[config.mk]
export PLATFORM = sky130hd
export DESIGN_NAME = quad_encoder_counter
export DESIGN_NICKNAME = d
export VERILOG_FILES = /design/src/rtl/quad_encoder_counter.sv
export SDC_FILE = /design/constraint.sdc
export NUM_CORES = 1
export LEC_CHECK = 0
export CAP_MARGIN = 20
export CORE_ASPECT_RATIO = 0.7
export CORE_MARGIN = 2
export CORE_UTILIZATION = 25
export DETAILED_ROUTE_END_ITERATION = 10
export SLEW_MARGIN = 20
export SYNTH_ARGS = -nofsm -noshare
export SYNTH_HDL_FRONTEND = slang
export SYNTH_SLANG_ARGS = --single-unit
[constraint.sdc]
create_clock -name clk -period 4.77 [get_ports clk]
set_input_delay 1.1925 -clock clk [delete_from_list [all_inputs] [get_ports clk]]
set_output_delay 1.1925 -clock clk [all_outputs]
set_load 0.01 [all_outputs]
[src/rtl/quad_encoder_counter.sv]
// Quadrature encoder front end: two-flop sync, per-input debounce, Gray-code
// decode with detent accumulation, and a wrap/saturate position counter.
module quad_encoder_counter #(
    parameter int CNT_W            = 8,
    parameter int MAX_COUNT        = 2**CNT_W - 1,
    parameter int DEB_BITS         = 11,
    parameter int STEPS_PER_DETENT = 1,
    parameter bit SATURATE         = 1'b0
) (
    input  logic             clk,
    input  logic             rst_n,
    input  logic             a_in,
    input  logic             b_in,
    input  logic             clear,
    input  logic             load,
    input  logic [CNT_W-1:0] load_value,
    output logic [CNT_W-1:0] count,
    output logic             up_pulse,
    output logic             down_pulse,
    output logic             err
);

    localparam logic [DEB_BITS-1:0] DEB_MAX = '1;
    localparam logic [CNT_W-1:0]    MAX_C   = CNT_W'(MAX_COUNT);
    localparam logic signed [3:0]   STEPS   = 4'(STEPS_PER_DETENT);

    // Bit 1 carries A, bit 0 carries B throughout.
    logic [1:0]          r_s1, r_s2, r_s3, r_stable, r_prev;
    logic [DEB_BITS-1:0] r_deb [2];
    logic [1:0]          w_diff;

    logic                w_up_edge, w_dn_edge, w_illegal;
    logic signed [3:0]   r_acc;
    logic                r_req_up, r_req_dn;
    logic [CNT_W-1:0]    r_count;
    logic                r_up, r_dn, r_err;

    assign w_diff = r_s2 ^ r_s3;

    // NOTE: sequential state uses <= so every flop samples pre-edge values.
    always_ff @(posedge clk or negedge rst_n) begin
        if (!rst_n) begin
            r_s1     <= 2'b11;
            r_s2     <= 2'b11;
            r_s3     <= 2'b11;
            r_stable <= 2'b11;
            r_prev   <= 2'b11;
            r_deb[0] <= '0;
            r_deb[1] <= '0;
        end else begin
            r_s1 <= {a_in, b_in};
            r_s2 <= r_s1;
            r_s3 <= r_s2;
            for (int i = 0; i < 2; i++) begin
                if (w_diff[i])
                    r_deb[i] <= '0;
                else if (r_deb[i] != DEB_MAX)
                    r_deb[i] <= r_deb[i] + 1'b1;
                if (!w_diff[i] && r_deb[i] == DEB_MAX)
                    r_stable[i] <= r_s2[i];
            end
            r_prev <= r_stable;
        end
    end

    // NOTE: defaults first so no path leaves an output unassigned (no latch).
    always_comb begin
        w_up_edge = 1'b0;
        w_dn_edge = 1'b0;
        w_illegal = &(r_prev ^ r_stable);
        case ({r_prev, r_stable})
            4'b00_10, 4'b10_11, 4'b11_01, 4'b01_00: w_up_edge = 1'b1;
            4'b10_00, 4'b11_10, 4'b01_11, 4'b00_01: w_dn_edge = 1'b1;
            default: ;
        endcase
    end

    always_ff @(posedge clk or negedge rst_n) begin
        if (!rst_n) begin
            r_acc    <= '0;
            r_req_up <= 1'b0;
            r_req_dn <= 1'b0;
            r_count  <= '0;
            r_up     <= 1'b0;
            r_dn     <= 1'b0;
            r_err    <= 1'b0;
        end else if (clear) begin
            r_acc    <= '0;
            r_req_up <= 1'b0;
            r_req_dn <= 1'b0;
            r_count  <= '0;
            r_up     <= 1'b0;
            r_dn     <= 1'b0;
            r_err    <= 1'b0;
        end else if (load) begin
            r_acc    <= '0;
            r_req_up <= 1'b0;
            r_req_dn <= 1'b0;
            r_count  <= (load_value > MAX_C) ? MAX_C : load_value;
            r_up     <= 1'b0;
            r_dn     <= 1'b0;
            if (w_illegal)
                r_err <= 1'b1;
        end else begin
            r_req_up <= 1'b0;
            r_req_dn <= 1'b0;
            r_up     <= 1'b0;
            r_dn     <= 1'b0;

            if (w_illegal) begin
                r_err <= 1'b1;
                r_acc <= '0;
            end else if (w_up_edge) begin
                if (r_acc + 4'sd1 == STEPS) begin
                    r_acc    <= '0;
                    r_req_up <= 1'b1;
                end else begin
                    r_acc <= r_acc + 4'sd1;
                end
            end else if (w_dn_edge) begin
                if (r_acc - 4'sd1 == -STEPS) begin
                    r_acc    <= '0;
                    r_req_dn <= 1'b1;
                end else begin
                    r_acc <= r_acc - 4'sd1;
                end
            end

            // A saturation hold leaves the count alone and emits no pulse.
            if (r_req_up) begin
                if (r_count == MAX_C) begin
                    if (!SATURATE) begin
                        r_count <= '0;
                        r_up    <= 1'b1;
                    end
                end else begin
                    r_count <= r_count + 1'b1;
                    r_up    <= 1'b1;
                end
            end else if (r_req_dn) begin
                if (r_count == '0) begin
                    if (!SATURATE) begin
                        r_count <= MAX_C;
                        r_dn    <= 1'b1;
                    end
                end else begin
                    r_count <= r_count - 1'b1;
                    r_dn    <= 1'b1;
                end
            end
        end
    end

    assign count      = r_count;
    assign up_pulse   = r_up;
    assign down_pulse = r_dn;
    assign err        = r_err;

endmodule

==> results by group <==
Worst setup path
  – Startpoint Class: input port
  – Worst Setup End Kind: register
  – Max FO, Critical Path: 15
  – Worst endpoint data arrival time: 3.28 ns
  – WP data required: 4.94 ns
  – Setup CP Type: input port to register

Detailed routing
  – Drt first-iter violations: 269
  – Total vias in the final route: 2,242
  – Antenna Nets Post-Route: 0
  – First drt pass iteration count: 4
  – DRC: 0
  – Routed WL: 5.91 mm
  – WL/cell: 12.7 um
  – Vias per cell: 4.83

Synthesis
  – Yosys top cell by area: dfrtp_1
  – Top cell type's share of synthesized area: 35.2%
  – Synth Flop Type: dfrtp_1
  – Mapped Nets: 313
  – Avg Cell Area, Syn: 9.54 um^2
  – Synth Area in Adders: 3.61%
  – Main combinational cell family by area after synthesis: simple AND/OR/NAND/NOR gates
  – Sequential share of the synthesized area: 44.6%
  – FF+latch count, synth: 49
  – Post-Syn Instances: 291
  – Syn. warnings: 0
  – Post-synthesis cell type count: 53
  – Post-synthesis simple-gate area fraction: 22.5%
  – Post-synthesis compound-gate area fraction: 16.1%
  – Synth async-reset ratio: 100%
  – Syn Std Cell Area: 0.00278 mm^2
  – Commonest cells in the netlist: 39 x dfrtp_1, 33 x nor2_1, 19 x nand2_1, 15 x o21ai_0, 15 x xor2_1
  – Post-synth EDFFs: 0
  – Top-count cell post-synth: dfrtp_1
  – Synth top area cells: dfrtp_1 35%, dfstp_2 9.5%, xor2_1 4.7%, nor2_1 4.5%, ha_1 3.6%
  – Synth Area in XOR/XNOR: 7.26%
  – Multiplexer share of the synthesized area: 1.08%

Placement
  – Detail Placement HPWL: 4.21 mm
  – GP Congestion: 0.894
  – PortBufs: 24

Clock network
  – Clock Sinks: 49
  – CTS tree: built
  – Clk slew on worst S/H paths: 0.06 ns
  – H-tree levels: 2
  – # Post-CTS Setup Buffers: 0
  – Clk root buf: clkbuf_16
  – Post-cts sizing count: 0
  – # hold bufs at CTS: 0
  – Num CTS Buffers: 5
  – Clock Latency Late Sink: 0.29 ns
  – Max Root-Sink Buffers: 2

Floorplanning
  – Die W: 130 um
  – Die area: 0.0120 mm^2
  – Initial Util: 25.4%
  – IO Pins: 25
  – Die height: 92.2 um
  – Core Footprint: 0.0109 mm^2
  – Site Rows: 32

Timing
  – Worst rel slew slack: 46.2%
  – Setup tns final: 0 ns
  – Final Skew: 0.00434 ns
  – Final setup viols: 0
  – Unrepaired setup endpoints after global routing: no
  – Slew Viols, Final: 0
  – Maximum clock frequency: 0.322 GHz
  – WHS: 0.355 ns
  – Period utilisation layout: 65.1%
  – Final number of hold-violating endpoints: 0
  – Worst-Margin Slew: 0.804 ns
  – Post-route minimum period: 3.10 ns

Power and ir drop
  – Leakage power: 1.38 nW
  – VDD IR max: 154 uV
  – Pwr dens: 337 mW/mm^2

Min path
  – Hold crit path type: register to register

Global route
  – Largest net degree at the start of global routing: 50
  – Vias in the first global route: 2,096
  – Initial antenna violation count: 0
  – Total gr overflow: 0
  – First-pass GRT wire length: 10.0 mm
  – Total track usage: 10.4%

Cells and area
  – P&R area growth vs syn: 17.5%
  – Layout cells sized above 1: 8.36%
  – Antenna cell count: 0
  – Fin nets: 332
  – Fillers: 1,153

Outcome
  – Outcome: finished clean

Job
  – Number of max-cap violations: 0
## state kept, by name, indices dropped and copies added, names as in the netlist
register	cells
r_s3	2
r_acc	4
r_s2	2
r_prev	2
r_req_up	1
count	8
r_stable	2
r_s1	2
up_pulse	1
err	1
r_req_dn	1
r_deb	22
down_pulse	1
## metrics by stage
| stage | instances | power [mW] | worst slack (ns) | cell area (um^2) | utilization, % |
|---|---|---|---|---|---|
| after global placement | 456 | 0.737 | 1.49 | 3110 | 28.5 |
| after detailed placement | 456 | 0.747 | 1.41 | 3110 | 28.5 |
| final | 464 | 1.10 | 1.67 | 3260 | 29.8 |
| after global routing | 464 | 1.16 | 1.46 | 3260 | 29.8 |
| after CTS | 464 | 1.11 | 1.71 | 3260 | 29.8 |
| after floorplan | 291 | 0.668 | 2.36 | 2780 | - |
## placed cells by master (no fill, tap or decap), types with 9 or more instances in the layout
master	instances
a21oi_1	9
a31oi_1	11
and3_1	9
clkdlybuf4s50_1	23
dfrtp_1	39
dfstp_2	10
inv_1	11
nand2_1	19
nand3_1	12
nor2_1	33
nor3_1	12
o21ai_0	15
xor2_1	15
## cell families (layout without fill, tap and decap cells)
| kind of cell | after synthesis | after routing |
|---|---|---|
| DFF | 49 | 49 |
| AOI/OAI and AO/OA | 67 | 67 |
| muxes | 3 | 3 |
| adders and majority gates | 8 | 8 |
| xor gates and xnor gates | 23 | 23 |
| buffers and inverters | 24 | 44 |
| and+or+nand+nor | 117 | 117 |
## metal layers
layer	GRT usage, %	up-vias	wire, um
li1	-	1101	-
met2	15.4	66	2440
met3	2.80	5	380
met4	1.97	0	28
met5	0	-	0
met1	15.1	1070	3070
## worst paths after layout
check | from | slack (ns) | cells past startpoint | endpoint
max in group asynchronous | rst_n | 3.35 | 2 | count[4]$_DFFE_PN0P_
min in group asynchronous | rst_n | 0.99 | 2 | r_deb[1]$_DFFE_PN0N_
hold / removal | r_s1[0]$_DFF_PN1_ | 0.35 | 0 | r_s2[0]$_DFF_PN1_
setup reg to reg | count[1]$_DFFE_PN0P_ | 2.47 | 7 | count[6]$_DFFE_PN0P_
setup / recovery | load | 1.67 | 5 | r_acc[2]$_DFFE_PN0P_
hold reg to reg | r_s1[0]$_DFF_PN1_ | 0.35 | 0 | r_s2[0]$_DFF_PN1_
## critical path: stages
cell and delay (ns):
clkdlybuf4s50_1 0.65, or2_0 0.47, nor3_1 0.58, nor3_1 0.12, a22o_1 0.26
## where the power goes
part	switching (mW)	internal (mW)
combinational	0.138	0.111
sequential	0.0490	0.445
clock	0.145	0.209
## layout make-up
| class | instances | area, um^2 | share of cell area (%) |
|---|---|---|---|
| tap | 153 | 191 | 5.87 |
| multi-input combinational | 218 | 1400 | 42.9 |
| inverter | 11 | 41.3 | 1.27 |
| timing repair buffer | 25 | 243 | 7.44 |
| sequential | 49 | 1240 | 38.0 |
| clock buffer | 8 | 146 | 4.49 |
No activity file was read; power rests on OpenSTA's default activity.
